--- src/rtl/fetch_unit_if.sv ---
// Bundle of the fetch front-end signals: the instruction-memory request /
// response channel, the decode-side delivery channel and the control-unit
// redirect.
//   master : the fetch unit (drives imem request and instr delivery)
//   slave  : the environment (memory, decode stage, control unit)
// Signals:
//   imem_req_valid / imem_req_ready / imem_addr : word-aligned fetch request
//   imem_rsp_valid / imem_rsp_data              : in-order fetch response
//   instr_valid / instr_ready / instr / instr_pc: buffered instruction head
//   PCSrc / PCTarget                            : one-cycle redirect request
interface fetch_unit_if #(
  parameter int XLEN = 32
);
  logic            imem_req_valid;
  logic            imem_req_ready;
  logic [XLEN-1:0] imem_addr;
  logic            imem_rsp_valid;
  logic [XLEN-1:0] imem_rsp_data;
  logic            instr_valid;
  logic            instr_ready;
  logic [XLEN-1:0] instr;
  logic [XLEN-1:0] instr_pc;
  logic            PCSrc;
  logic [XLEN-1:0] PCTarget;

  modport master (
    output imem_req_valid, imem_addr, instr_valid, instr, instr_pc,
    input  imem_req_ready, imem_rsp_valid, imem_rsp_data, instr_ready,
    input  PCSrc, PCTarget
  );

  modport slave (
    input  imem_req_valid, imem_addr, instr_valid, instr, instr_pc,
    output imem_req_ready, imem_rsp_valid, imem_rsp_data, instr_ready,
    output PCSrc, PCTarget
  );
endinterface

--- src/rtl/fetch_unit.sv ---
// Instruction fetch front-end. Owns the PC, issues word-aligned requests to
// instruction memory, tags each in-flight request with its address and
// buffers returned words with their PC for decode. A redirect reloads the PC,
// clears the buffer and arranges for still-outstanding responses to be
// dropped as they arrive.
// Ports:
//   clk   : rising-edge clock
//   rst_n : asynchronous active-low reset
//   bus   : fetch_unit_if.master (imem request/response, instr delivery,
//           PCSrc/PCTarget redirect)
// Parameters: XLEN (data/address width), RESET_PC (word aligned),
//             DEPTH (power of two >= 2; buffered + in-flight limit).
module fetch_unit #(
  parameter int              XLEN     = 32,
  parameter logic [XLEN-1:0] RESET_PC = {XLEN{1'b0}},
  parameter int              DEPTH    = 2
) (
  input  logic         clk,
  input  logic         rst_n,
  fetch_unit_if.master bus
);
  localparam int PW  = (DEPTH > 1) ? $clog2(DEPTH) : 1;
  localparam int CW  = $clog2(DEPTH + 1);
  localparam int CW1 = CW + 1;
  localparam logic [CW1-1:0] DEPTH_W = CW1'(DEPTH);
  localparam logic [CW-1:0]  C_ZERO  = {CW{1'b0}};
  localparam logic [CW-1:0]  C_ONE   = CW'(1'b1);
  localparam logic [PW-1:0]  P_ZERO  = {PW{1'b0}};
  localparam logic [PW-1:0]  P_ONE   = PW'(1'b1);

  logic [XLEN-1:0] pc_r;
  logic [CW-1:0]   inflight_r;
  logic [CW-1:0]   discard_r;
  logic [CW-1:0]   count_r;
  logic [XLEN-1:0] tag_mem_r   [DEPTH];
  logic [PW-1:0]   tag_wr_r;
  logic [PW-1:0]   tag_rd_r;
  logic [XLEN-1:0] buf_pc_r    [DEPTH];
  logic [XLEN-1:0] buf_instr_r [DEPTH];
  logic [PW-1:0]   buf_wr_r;
  logic [PW-1:0]   buf_rd_r;

  logic [CW1-1:0]  occupancy_s;
  logic            room_s;
  logic            req_fire_s;
  logic            rsp_acc_s;
  logic            push_s;
  logic            pop_s;
  logic [CW-1:0]   inflight_nx_s;
  logic [CW-1:0]   discard_nx_s;
  logic [CW-1:0]   count_nx_s;
  logic [XLEN-1:0] target_s;

  // Handshake qualifiers; a response with nothing in flight is ignored.
  always_comb begin
    occupancy_s = {1'b0, inflight_r} + {1'b0, count_r};
    room_s      = (occupancy_s < DEPTH_W);
    req_fire_s  = bus.imem_req_valid && bus.imem_req_ready;
    rsp_acc_s   = bus.imem_rsp_valid && (inflight_r != C_ZERO);
    push_s      = rsp_acc_s && !bus.PCSrc && (discard_r == C_ZERO);
    pop_s       = (count_r != C_ZERO) && bus.instr_ready;
    target_s    = bus.PCTarget & {{(XLEN-2){1'b1}}, 2'b00};
  end

  // rst_n gating keeps the request low for the whole reset assertion.
  assign bus.imem_req_valid = rst_n && !bus.PCSrc && room_s;
  assign bus.imem_addr      = pc_r;
  assign bus.instr_valid    = (count_r != C_ZERO);
  assign bus.instr          = buf_instr_r[buf_rd_r];
  assign bus.instr_pc       = buf_pc_r[buf_rd_r];

  // Next values of the in-flight, discard and buffer-occupancy counters.
  always_comb begin
    inflight_nx_s = inflight_r;
    discard_nx_s  = discard_r;
    count_nx_s    = count_r;
    if (req_fire_s && !rsp_acc_s) begin
      inflight_nx_s = inflight_r + C_ONE;
    end else if (!req_fire_s && rsp_acc_s) begin
      inflight_nx_s = inflight_r - C_ONE;
    end else begin
      inflight_nx_s = inflight_r;
    end
    // On redirect every request still unanswered after this edge is stale.
    if (bus.PCSrc) begin
      discard_nx_s = inflight_r - (rsp_acc_s ? C_ONE : C_ZERO);
    end else if (rsp_acc_s && (discard_r != C_ZERO)) begin
      discard_nx_s = discard_r - C_ONE;
    end else begin
      discard_nx_s = discard_r;
    end
    if (bus.PCSrc) begin
      count_nx_s = C_ZERO;
    end else if (push_s && !pop_s) begin
      count_nx_s = count_r + C_ONE;
    end else if (!push_s && pop_s) begin
      count_nx_s = count_r - C_ONE;
    end else begin
      count_nx_s = count_r;
    end
  end

  // PC register: redirect wins, otherwise advance on each accepted request.
  always_ff @(posedge clk or negedge rst_n) begin
    if (!rst_n) begin
      pc_r <= RESET_PC;
    end else if (bus.PCSrc) begin
      pc_r <= target_s;
    end else if (req_fire_s) begin
      pc_r <= pc_r + XLEN'(3'd4);
    end else begin
      pc_r <= pc_r;
    end
  end

  // Counter registers.
  always_ff @(posedge clk or negedge rst_n) begin
    if (!rst_n) begin
      inflight_r <= C_ZERO;
      discard_r  <= C_ZERO;
      count_r    <= C_ZERO;
    end else begin
      inflight_r <= inflight_nx_s;
      discard_r  <= discard_nx_s;
      count_r    <= count_nx_s;
    end
  end

  // Tag FIFO: address of each outstanding request, popped by every accepted
  // response (stale ones included) so tags stay aligned with the memory.
  always_ff @(posedge clk or negedge rst_n) begin
    if (!rst_n) begin
      for (int i = 0; i < DEPTH; i++) begin
        tag_mem_r[i] <= {XLEN{1'b0}};
      end
      tag_wr_r <= P_ZERO;
      tag_rd_r <= P_ZERO;
    end else begin
      if (req_fire_s) begin
        tag_mem_r[tag_wr_r] <= pc_r;
        tag_wr_r            <= tag_wr_r + P_ONE;
      end
      if (rsp_acc_s) begin
        tag_rd_r <= tag_rd_r + P_ONE;
      end
    end
  end

  // Instruction buffer of {pc, instr}; a redirect empties it.
  always_ff @(posedge clk or negedge rst_n) begin
    if (!rst_n) begin
      for (int i = 0; i < DEPTH; i++) begin
        buf_pc_r[i]    <= {XLEN{1'b0}};
        buf_instr_r[i] <= {XLEN{1'b0}};
      end
      buf_wr_r <= P_ZERO;
      buf_rd_r <= P_ZERO;
    end else if (bus.PCSrc) begin
      buf_wr_r <= P_ZERO;
      buf_rd_r <= P_ZERO;
    end else begin
      if (push_s) begin
        buf_pc_r[buf_wr_r]    <= tag_mem_r[tag_rd_r];
        buf_instr_r[buf_wr_r] <= bus.imem_rsp_data;
        buf_wr_r              <= buf_wr_r + P_ONE;
      end
      if (pop_s) begin
        buf_rd_r <= buf_rd_r + P_ONE;
      end
    end
  end
endmodule

--- src/flat_wrapper.sv ---
// flat-port wrapper written by rule: the top's interface ports become plain ports
module fetch_unit_flat 
#(
  parameter int              XLEN     = 32,
  parameter logic [XLEN-1:0] RESET_PC = {XLEN{1'b0}},
  parameter int              DEPTH    = 2
)
  (clk, rst_n, bus_imem_req_valid, bus_imem_addr, bus_instr_valid, bus_instr, bus_instr_pc, bus_imem_req_ready, bus_imem_rsp_valid, bus_imem_rsp_data, bus_instr_ready, bus_PCSrc, bus_PCTarget);
  fetch_unit_if #(.XLEN(XLEN)) bus_i ();
  input  logic clk;
  input  logic rst_n;
  output wire logic [$bits(bus_i.imem_req_valid)-1:0] bus_imem_req_valid;
  output wire logic [$bits(bus_i.imem_addr)-1:0] bus_imem_addr;
  output wire logic [$bits(bus_i.instr_valid)-1:0] bus_instr_valid;
  output wire logic [$bits(bus_i.instr)-1:0] bus_instr;
  output wire logic [$bits(bus_i.instr_pc)-1:0] bus_instr_pc;
  input wire logic [$bits(bus_i.imem_req_ready)-1:0] bus_imem_req_ready;
  input wire logic [$bits(bus_i.imem_rsp_valid)-1:0] bus_imem_rsp_valid;
  input wire logic [$bits(bus_i.imem_rsp_data)-1:0] bus_imem_rsp_data;
  input wire logic [$bits(bus_i.instr_ready)-1:0] bus_instr_ready;
  input wire logic [$bits(bus_i.PCSrc)-1:0] bus_PCSrc;
  input wire logic [$bits(bus_i.PCTarget)-1:0] bus_PCTarget;
  assign bus_imem_req_valid = bus_i.imem_req_valid;
  assign bus_imem_addr = bus_i.imem_addr;
  assign bus_instr_valid = bus_i.instr_valid;
  assign bus_instr = bus_i.instr;
  assign bus_instr_pc = bus_i.instr_pc;
  assign bus_i.imem_req_ready = bus_imem_req_ready;
  assign bus_i.imem_rsp_valid = bus_imem_rsp_valid;
  assign bus_i.imem_rsp_data = bus_imem_rsp_data;
  assign bus_i.instr_ready = bus_instr_ready;
  assign bus_i.PCSrc = bus_PCSrc;
  assign bus_i.PCTarget = bus_PCTarget;
  fetch_unit #(.XLEN(XLEN), .RESET_PC(RESET_PC), .DEPTH(DEPTH)) u_core (.clk(clk), .rst_n(rst_n), .bus(bus_i));
endmodule
--- config.mk ---
export PLATFORM = sky130hd
export DESIGN_NAME = fetch_unit_flat
export DESIGN_NICKNAME = d
export VERILOG_FILES = /design/src/rtl/fetch_unit_if.sv /design/src/rtl/fetch_unit.sv /design/src/flat_wrapper.sv
export SDC_FILE = /design/constraint.sdc
export NUM_CORES = 1
export LEC_CHECK = 0
export CORE_MARGIN = 3
export CORE_UTILIZATION = 58
export DETAILED_ROUTE_END_ITERATION = 16
export PLACE_DENSITY = 0.92
export RECOVER_POWER = 25
export SKIP_CTS_REPAIR_TIMING = 1
export SLEW_MARGIN = 20
export SYNTH_ARGS = -nofsm -noshare
export SYNTH_HDL_FRONTEND = slang
export SYNTH_SLANG_ARGS = --single-unit
export TNS_END_PERCENT = 1
--- constraint.sdc ---
create_clock -name clk -period 7.4 [get_ports clk]
set_clock_uncertainty 0.1 [all_clocks]
set_input_delay 1.48 -clock clk [delete_from_list [all_inputs] [get_ports clk]]
set_output_delay 1.48 -clock clk [all_outputs]
set_load 0.05 [all_outputs]
==> impl_results.md <==
* CTS tree: done
* Met1 Use GR at 34.1%
* Synth unique cells at around 50
* Unrepaired setup endpoints after global routing: false
* Max frequency at about 170 MHz
* Slew headroom at -120%
* Hold Path Class: register to register
* Cells after Synth at 843
* Critical Path Start Type: primary input
* Fin. Hold Viols at 0
* Reg2Reg Setup Slack at ~4.1 ns
* Flops & latches, synth at 224
* Crit share post-route at 81.5%
* Fin crit period at 6.03 ns
* Async SR Flop Fraction at 100%
* Slew at the pin closest to its max-slew limit at 3.31 ns
* Met3 Use GR at around 4.1%
* I/O Pins at 168
* Post-Place Cell Area at between 10000 and 15000 µm²
* Clock power share at a little over a fifth
* CTS Buf Count at 23
* Drc violations at 0
* Sw power at 2.28 mW
* Final GP Congestion at 0.811
* Main combinational cell family by area after synthesis: multiplexers
* WS Path Type: primary input to primary output
* Largest net degree at the start of global routing at 96
* Total Wirelength at 23400 µm
* Core area at 17300 µm²
* Vias in the first global route at between 7000 and 8000
* CTS Buffer Depth at 3
* CTS clk-pin slew, worst paths at 0.06 ns
* Die footprint at 19300 µm²
* GRT overflow at 0
* Post-detailed-route count of antenna-violating nets at 0
* Iter 0 DRT Violations at 381
* GR Util met2 at ~39%
* DIE HEIGHT at 139 µm
* Worst R2R End: u_core.bus.imem_addr[25]
* Std cell rows at 48
* Initial Utilization at around three fifths
* Violated checks: max-capacitance violations, max-slew violations
* Register-to-Register Path Depth at 8
* Net count, final at between 1000 and 1500
* Largest cells by area after synthesis: dfrtp_1 55%, mux2_2 17%, mux2_1 3.3%
* Hold_sp: u_core.tag_mem_r[14]
* CP required at 5.82 ns
* Crit. End Element: primary output
* Fin. max-slew vios at 110
* Root cell of the clock tree: clkbuf_16
* Design area at 12700 µm²
* Setup TNS at 0 ns
* Share of cells above drive strength 1 at 21.6%
* Seq pwr share at 35.9%
* CP max FO at 44
* Via count at 7242
* YS warnings at 0
* Switching portion of total power at 39.2%
* Initial antenna violation count at 0
* Status: finished with violations
* Pleak at ~5.7 nW
* Synth Area in Adders at less than 1%
* Max cap viols at 2
* Post-synthesis simple-gate area fraction at a little under a tenth
* Setup Viol. Count Final at 0
* Comb pwr share at 43.0%
* Syn Area/Cell at about 12 µm²
* I/O Buffers at 161
* Crit path DAT at 4.45 ns
* Cell Area, Synth at approximately 10000 µm²
* Worst R2R Start: u_core.count_r[0]
* Yosys top cell by area: dfrtp_1
* Detailed Routing Iterations Pass 1 at 5
* TritonCTS Sinks at 224
* Post-Synth XOR/XNOR Area at under 10%
* Hold EP: u_core.tag_mem_r[14]
* Antenna cell count at 0
* Synth Area in Compound Gates at 7.54%
* Global Route Usage Sum at 23.9%
* Mux contribution to synthesized area at 23.3%
* Layer with the highest usage: met2
* PwrDens at approximately 460 nW/µm²
* Seq/Total Area, Yosys at between 50% and 60%
* Worst hold path stage count at 1
* Post-synth EDFFs at 0
* Clk_lat worst skew at roughly 0.5 ns
* Max VDD drop at 0.346 mV
* Post-DP HPWL at 14700 µm
* Synth Flop Type: dfrtp_1
* Synth top area share at 54.6%
* Avg WL per Cell at 19.2 µm
* DR vias/cell at about 5.9
* Area growth from synthesis to layout at 23.8%
* First-pass GRT wire length at 38700 µm
* Internal at 3.53 mW
* H-tree depth at 1
* Die Width at 139 µm
[routing by layer]
| layer | vias up | routed length (µm) | part of all wire, % |
|---|---|---|---|
| met3 | 40 | 1490 | 6.3 |
| met5 | - | 0 | 0 |
| met1 | 3635 | 10500 | 45 |
| met4 | 0 | 433 | 1.8 |
| li1 | 3268 | - | - |
| met2 | 299 | 11000 | 47 |
[worst max-delay path: stages]
cell	delay [ns]
dlygate4sd3_1	0.52
clkbuf_1	1.45
nor4b_4	0.19
clkdlybuf4s50_1	0.80
[how the worst max path moves through the flow]
stage | cells after the start | start | slack (ns) | to
after floorplan | 2 | bus_PCSrc | 3.45 | bus_imem_req_valid
after global placement | 4 | bus_PCSrc | 2.31 | bus_imem_req_valid
after detailed placement | 4 | bus_PCSrc | 2.31 | bus_imem_req_valid
after CTS | 4 | bus_PCSrc | 2.30 | bus_imem_req_valid
after global routing | 4 | bus_PCSrc | 1.28 | bus_imem_req_valid
final | 4 | bus_PCSrc | 1.37 | bus_imem_req_valid
[cell usage after synthesis (2+ instances only)]
master,number
dfrtp_1,224
mux2_2,154
nor2_1,78
a21oi_1,66
nand2_1,38
mux2i_1,32
mux2_1,30
o21ai_0,25
buf_2,21
nand3_1,21
clkbuf_1,20
nand4_1,11
a31oi_1,8
buf_4,8
buf_6,8
xor2_1,8
inv_1,7
nor3_1,7
and3_1,6
o211ai_1,6
a221o_1,5
o311ai_0,5
or3_1,5
ha_1,4
xnor2_1,4
a22oi_1,3
and2_1,3
buf_1,3
nor3b_1,3
nor4_1,3
clkbuf_2,2
nand2_4,2
nor4_4,2
o211ai_2,2
o21a_1,2
o311ai_2,2
[cells by family after synthesis]
kind of cell             after synthesis
multiplexers                         216
XOR/XNOR                              12
buffers and inverters                 70
AND/OR/NAND/NOR                      187
adder cells (fa/ha/maj)                5
AO/OA/AOI/OAI                        128
flip-flops                           224
other                                  1
[layout by cell type, fill, tap and decap left out, types with 21 or more instances in the layout]
master / instances
nor2_1: 78
mux2_1: 30
o21ai_0: 25
nand3_1: 21
a21oi_1: 66
mux2i_1: 32
clkdlybuf4s50_1: 158
dfrtp_1: 223
mux2_2: 154
clkbuf_16: 23
nand2_1: 38
[through the flow]
step	std cells	setup slack, ns	hold slack, ns	total power [mW]	utilization, %
final	1221	1.37	0.391	5.81	73.5
after global routing	1221	1.28	0.409	6.11	73.5
after global placement	1180	2.31	0.362	4.47	68.9
after floorplan	846	3.45	0.349	3.81	-
after CTS	1221	2.30	0.395	5.85	73.5
after detailed placement	1180	2.31	0.381	4.58	68.9
[area by class of cell]
type,count,area [µm²]
Clock buffer,35,671
Tap cell,225,282
Multi-Input combinational cell,552,4300
Sequential cell,224,5610
Fill cell,1096,4590
Clock inverter,6,134
Inverter,8,30.0
Timing Repair Buffer,171,1680
[flip-flops by register name, indices dropped and copies added (netlist names)]
name / flops
u_core.buf_instr_r: 64
u_core.buf_pc_r: 60
u_core.tag_mem_r: 60
u_core.bus.imem_addr: 30
u_core.count_r: 2
u_core.discard_r: 2
u_core.inflight_r: 2
u_core.buf_rd_r: 1
u_core.buf_wr_r: 1
u_core.tag_rd_r: 1
u_core.tag_wr_r: 1
[power groups by stage]
| stage | logic [mW] | registers (mW) | clock network, mW |
|---|---|---|---|
| 2_1_floorplan | 1.78 | 2.03 | 0 |
| 3_3_place_gp | 2.43 | 2.04 | 0 |
| 3_5_place_dp | 2.48 | 2.09 | 0 |
| 4_1_cts | 2.52 | 2.08 | 1.24 |
| 5_1_grt | 2.65 | 2.16 | 1.30 |
| 6_report | 2.50 | 2.09 | 1.22 |
Note: power is estimated with default switching activity, not from simulation.
